<file path="config.mk">
export PLATFORM = sky130hd
export DESIGN_NAME = kara_seq_49bit
export DESIGN_NICKNAME = d
export VERILOG_FILES = /design/src/rtl/kara_seq_49bit.sv
export SDC_FILE = /design/constraint.sdc
export NUM_CORES = 1
export LEC_CHECK = 0
export CAP_MARGIN = 20
export CORE_MARGIN = 2
export CORE_UTILIZATION = 51
export DETAILED_ROUTE_END_ITERATION = 10
export GPL_TIMING_DRIVEN = 0
export PLACE_DENSITY = 0.95
export SETUP_SLACK_MARGIN = 0.05
export SYNTH_ARGS = -nofsm -noshare
export SYNTH_HDL_FRONTEND = slang
export SYNTH_SLANG_ARGS = --single-unit
</file>
<file path="constraint.sdc">
create_clock -name clk -period 2.9 [get_ports clk]
set_input_delay 0.725 -clock clk [delete_from_list [all_inputs] [get_ports clk]]
set_output_delay 0.725 -clock clk [all_outputs]
set_load 0.01 [all_outputs]
</file>
<file path="src/rtl/kara_seq_49bit.sv">
// Sequential 49x49 GF(2) Karatsuba multiplier on one shared 25x25 carry-less multiplier.
// Result valid 3 edges after the accepting edge; it is held in DONE until out_ready, and start is ignored while busy.
module kara_seq_49bit #(
    parameter int N = 49,
    parameter int H = 25
) (
    input  logic           clk,
    input  logic           rst_n,
    input  logic           start,
    input  logic [N-1:0]   a_in,
    input  logic [N-1:0]   b_in,
    output logic           busy,
    output logic [H-1:0]   mul_a,
    output logic [H-1:0]   mul_b,
    input  logic [2*H-2:0] mul_p,
    output logic           out_valid,
    input  logic           out_ready,
    output logic [2*N-2:0] result
);

    typedef enum logic [2:0] {
        S_IDLE = 3'd0,
        S_MUL0 = 3'd1,
        S_MUL1 = 3'd2,
        S_MUL2 = 3'd3,
        S_DONE = 3'd4
    } state_t;

    state_t         r_state;
    state_t         w_next;
    logic [N-1:0]   r_a;
    logic [N-1:0]   r_b;
    logic [2*N-2:0] r_acc;
    logic [2*N-2:0] w_acc_nxt;
    logic [2*N-2:0] w_p;
    logic [H-1:0]   w_a0;
    logic [H-1:0]   w_a1;
    logic [H-1:0]   w_b0;
    logic [H-1:0]   w_b1;
    logic           w_accept;

    assign w_a0     = r_a[H-1:0];
    assign w_a1     = {{(2*H-N){1'b0}}, r_a[N-1:H]};
    assign w_b0     = r_b[H-1:0];
    assign w_b1     = {{(2*H-N){1'b0}}, r_b[N-1:H]};
    assign w_p      = {{(2*N-2*H){1'b0}}, mul_p};
    assign w_accept = (r_state == S_IDLE) && start;

    // Karatsuba: P0 + (P0^P1^P2)x^H + P2 x^2H, with P1 = (A0^A1)(B0^B1)
    always_comb begin
        w_next    = r_state;
        mul_a     = '0;
        mul_b     = '0;
        w_acc_nxt = r_acc;
        case (r_state)
            S_IDLE: begin
                if (start) w_next = S_MUL0;
            end
            S_MUL0: begin
                w_next    = S_MUL1;
                mul_a     = w_a0;
                mul_b     = w_b0;
                w_acc_nxt = r_acc ^ w_p ^ (w_p << H);
            end
            S_MUL1: begin
                w_next    = S_MUL2;
                mul_a     = w_a1;
                mul_b     = w_b1;
                w_acc_nxt = r_acc ^ (w_p << H) ^ (w_p << (2*H));
            end
            S_MUL2: begin
                w_next    = S_DONE;
                mul_a     = w_a0 ^ w_a1;
                mul_b     = w_b0 ^ w_b1;
                w_acc_nxt = r_acc ^ (w_p << H);
            end
            S_DONE: begin
                if (out_ready) w_next = S_IDLE;
            end
            default: begin
                w_next = S_IDLE;
            end
        endcase
    end

    always_ff @(posedge clk or negedge rst_n) begin
        if (!rst_n) begin
            r_state <= S_IDLE;
            r_a     <= '0;
            r_b     <= '0;
            r_acc   <= '0;
        end else begin
            r_state <= w_next;
            if (w_accept) begin
                r_a   <= a_in;
                r_b   <= b_in;
                r_acc <= '0;
            end else begin
                r_acc <= w_acc_nxt;
            end
        end
    end

    assign busy      = (r_state != S_IDLE);
    assign out_valid = (r_state == S_DONE);
    assign result    = r_acc;

endmodule
</file>
==> results of run 1 <==
## kinds of logic (layout without fill, tap and decap cells)
group                  after synthesis  count (layout)  synth area share, %
multiplexers                        24              24                 2.41
flip-flops                         198             198                 49.7
buffers and inverters              103             436                 4.25
AO/OA/AOI/OAI                      146             146                 9.74
AND/OR/NAND/NOR                    675             675                 27.4
XOR/XNOR                            74              74                 6.50
## worst paths after layout
| check | start | end | slack [ns] |
|---|---|---|---|
| worst max-delay path | r_state[0] | out_valid | 0.10 |
| worst min-delay path | rst_n | result[15] | 0.23 |
| worst max register to register | r_state[0] | result[6] | 0.56 |
| worst min register to register | result[63] | result[63] | 0.47 |
| max in group asynchronous | rst_n | r_b[34] | 1.61 |
| min in group clk | result[63] | result[63] | 0.47 |
## routing by layer
metal  vias up  global-route usage (%)
met5         -                       0
met3       111                    8.23
met4         0                    14.4
met2       633                    55.9
li1       4615                       -
met1      4913                    39.8
## cell usage after synthesis (all sizes together), types with 2 or more instances
master / instances / area (um^2)
nand2: 492 / 1850
dfrtp: 198 / 4950
nor2: 124 / 468
xnor2: 48 / 420
clkbuf: 41 / 154
buf: 35 / 169
inv: 27 / 101
o21ai: 27 / 135
xor2: 26 / 228
a2111oi: 24 / 210
a21oi: 24 / 120
a31oi: 24 / 150
and3: 24 / 150
mux2i: 24 / 240
o211ai: 24 / 180
or4: 24 / 180
o31ai: 21 / 158
and2: 2 / 12.5
nand2b: 2 / 12.5
nor3b: 2 / 25.0
or2: 2 / 12.5
## metrics by stage
step,hold WS (ns),worst slack [ns],total power [W]
final,0.233,0.103,0.0164
after global routing,0.304,0.0180,0.0174
after CTS,0.276,0.0145,0.0163
after detailed placement,0.462,-0.598,0.0136
after global placement,0.449,-7.09,0.0133
after floorplan,0.429,0.712,0.00951
## worst max-delay path: stages (launching register included)
cell,delay (ns)
dfrtp_1,0.42
nor2_4,0.22
clkbuf_4,0.29
nand2_1,0.09
inv_1,0.05
clkdlybuf4s50_1,0.56
## final cells by class
cell class | count | area [um^2]
inverters | 27 | 101
plain buffers | 76 | 447
multi-input cells | 919 | 4610
fillers | 1382 | 5210
flip-flops and latches | 198 | 4960
clock inverters | 13 | 180
clock buffers | 19 | 453
repair buffers | 301 | 3050
well taps | 265 | 332
## what timing repair did
action	CTS	global route
endpoints found under the setup margin	51	27
resized for setup	73	35
setup buffers	0	1
pin swaps	0	0
## sequential cells by signal, indices dropped and copies added, names as in the netlist
register and cells:
result 97, r_a 49, r_b 49, r_state 3
## power breakdown
part,total (W),internal [W],switching [W],leakage (nW)
Sequential,0.00496,0.00405,0.000907,2.48
Combinational,0.00882,0.00385,0.00497,4.22
Clock,0.00259,0.00144,0.00115,0.311
==> Flow_metrics.wiki, run 1 <==
{| class="wikitable"
! Metric !! Value
|-
| Clock buffer count from CTS || 17
|-
| Dominant register cell in the synthesized netlist || dfrtp_1
|-
| Initial DRC Count || 820
|-
| Final number of setup-violating endpoints || 0
|-
| Finished Layout Cells || 1818
|-
| Io pins || 300
|-
| Type of origin of the critical path || flip-flop
|-
| Clock sink count || 198
|-
| Std-Cell Rows || 51
|-
| Seq/Total Area, Yosys || 49.7%
|-
| Placed cell count || 1785
|-
| Clock buffer depth || 2
|-
| Number of pins exceeding their max-slew limit in the final report || 0
|-
| Number of synthesized flops with an enable pin || 0
|-
| Crit path time final || 2.80 ns
|-
| Combined global-route utilization of all metal layers || 33.0%
|-
| Die extent in x || 144 um
|-
| Setup TNS || 0 ns
|-
| Worst min-delay path category || primary input to async pin
|-
| Final worst clock skew || 0.00820 ns
|-
| Initial standard-cell utilization of the core || 51.6%
|-
| Top sig layer || met4
|-
| Antenna-violating nets left || 0
|-
| Clock insertion delay at the later pin of the skew report || ~0.43 ns
|-
| Worst IR drop on VDD || 0.604 mV
|-
| Placement Cell Area || 0.0133 mm^2
|-
| Area overhead of the layout relative to synthesis || 41.7%
|-
| Leakage Power || about 7 nW
|-
| Post-synthesis instance area || 0.00997 mm^2
|-
| Routability Congestion || 0.883
|-
| Amount of wire on met3 after detailed routing || 3260 um
|-
| Die area || 0.0207 mm^2
|-
| DR DRC count || 0
|-
| Clock transition at the registers of the reported paths || 0.08 ns
|-
| Post-route met1 wirelength || around 13000 um
|-
| Number of antenna violations at the first check in global routing || 0
|-
| Crit Path Category || flip-flop to output pin
|-
| Number of instances in the synthesized netlist || 1220
|-
| Ratio of cells with drive above 1 in the final layout || between 5 and 6%
|-
| Detail Placement HPWL || 24200 um
|-
| Via count of the first global-routing pass || 10100
|-
| Count of max-cap constraint violations || 0
|-
| Number of hold-repair buffers added at the cts stage || 0
|-
| Sum of met2 wire segment lengths after detailed routing || 16900 um
|-
| Number of vias after detailed routing || 10300
|-
| RSZ-0062 raised after global routing || yes
|-
| Area of the core || 0.0193 mm^2
|-
| Pre-Repair DR Iteration Count || 5
|-
| Synth async-reset ratio || 100%
|-
| Total power density per cell area || 1160 mW/mm^2
|-
| Remaining global-route overflow || 0
|-
| Antenna diode count || 0
|-
| Final worst-path cycle share || 96.4%
|-
| Endpoint kind of the worst setup timing path || output pin
|-
| Net count after synthesis || approximately 1400
|-
| Largest driver fanout on the critical path || 10
|-
| Finished layout cell area || 0.0141 mm^2
|-
| Synth Warn # || 0
|-
| Routed WL || approximately 34000 um
|-
| Root Buffer Master || clkbuf_16
|-
| Routed wirelength normalized by instance count || 18.7 um
|-
| Commonest non-fill, non-tap cell in the layout || nand2_1
|-
| Worst slew margin relative to its limit || 44.7%
|-
| Post-layout net count || 1691
|-
| Die extent in y || 144 um
|-
| Required arrival time at the worst endpoint || ~2.2 ns
|-
| Wire length of the first global-routing pass || 52400 um
|-
| Largest net degree at the start of global routing || 120
|-
| Util after Layout || 73.1%
|-
| Status || complete, no violations
|-
| Worst slew pin tran || between 0.8 and 0.9 ns
|-
| CTS tree || yes
|-
| Maximum level of the CTS H-tree || 4
|-
| Final hold violation count || 0
|-
| Upper clock frequency limit || 358 MHz
|-
| Detail-routed via count per cell || 5.65
|-
| Worst r2r path cells || 7
|-
| Commonest cells after routing, fill and taps aside || nand2_1, clkdlybuf4s50_1, dfrtp_1, nor2_1, xnor2_1
|-
| Port Buffer Count || 299
|-
| Post-synth cell types || 29
|-
| Flop and latch count out of synthesis || 198
|-
| Post-synthesis area per instance || 8.17 um^2
|-
| Crit path arrival time || 2.07 ns
|}
No activity file was read; power rests on OpenSTA's default activity.
==> run 2: changes to the inputs <==
- CAP_MARGIN: 20 -> default
==> results of run 2 <==
The final DEF is identical to that of run 1; final timing and power are the same.
==> run 3: changes to the inputs <==
- CTS_CLUSTER_SIZE: default -> 24
==> results of run 3 <==
The final DEF is identical to that of run 1; final timing and power are the same.
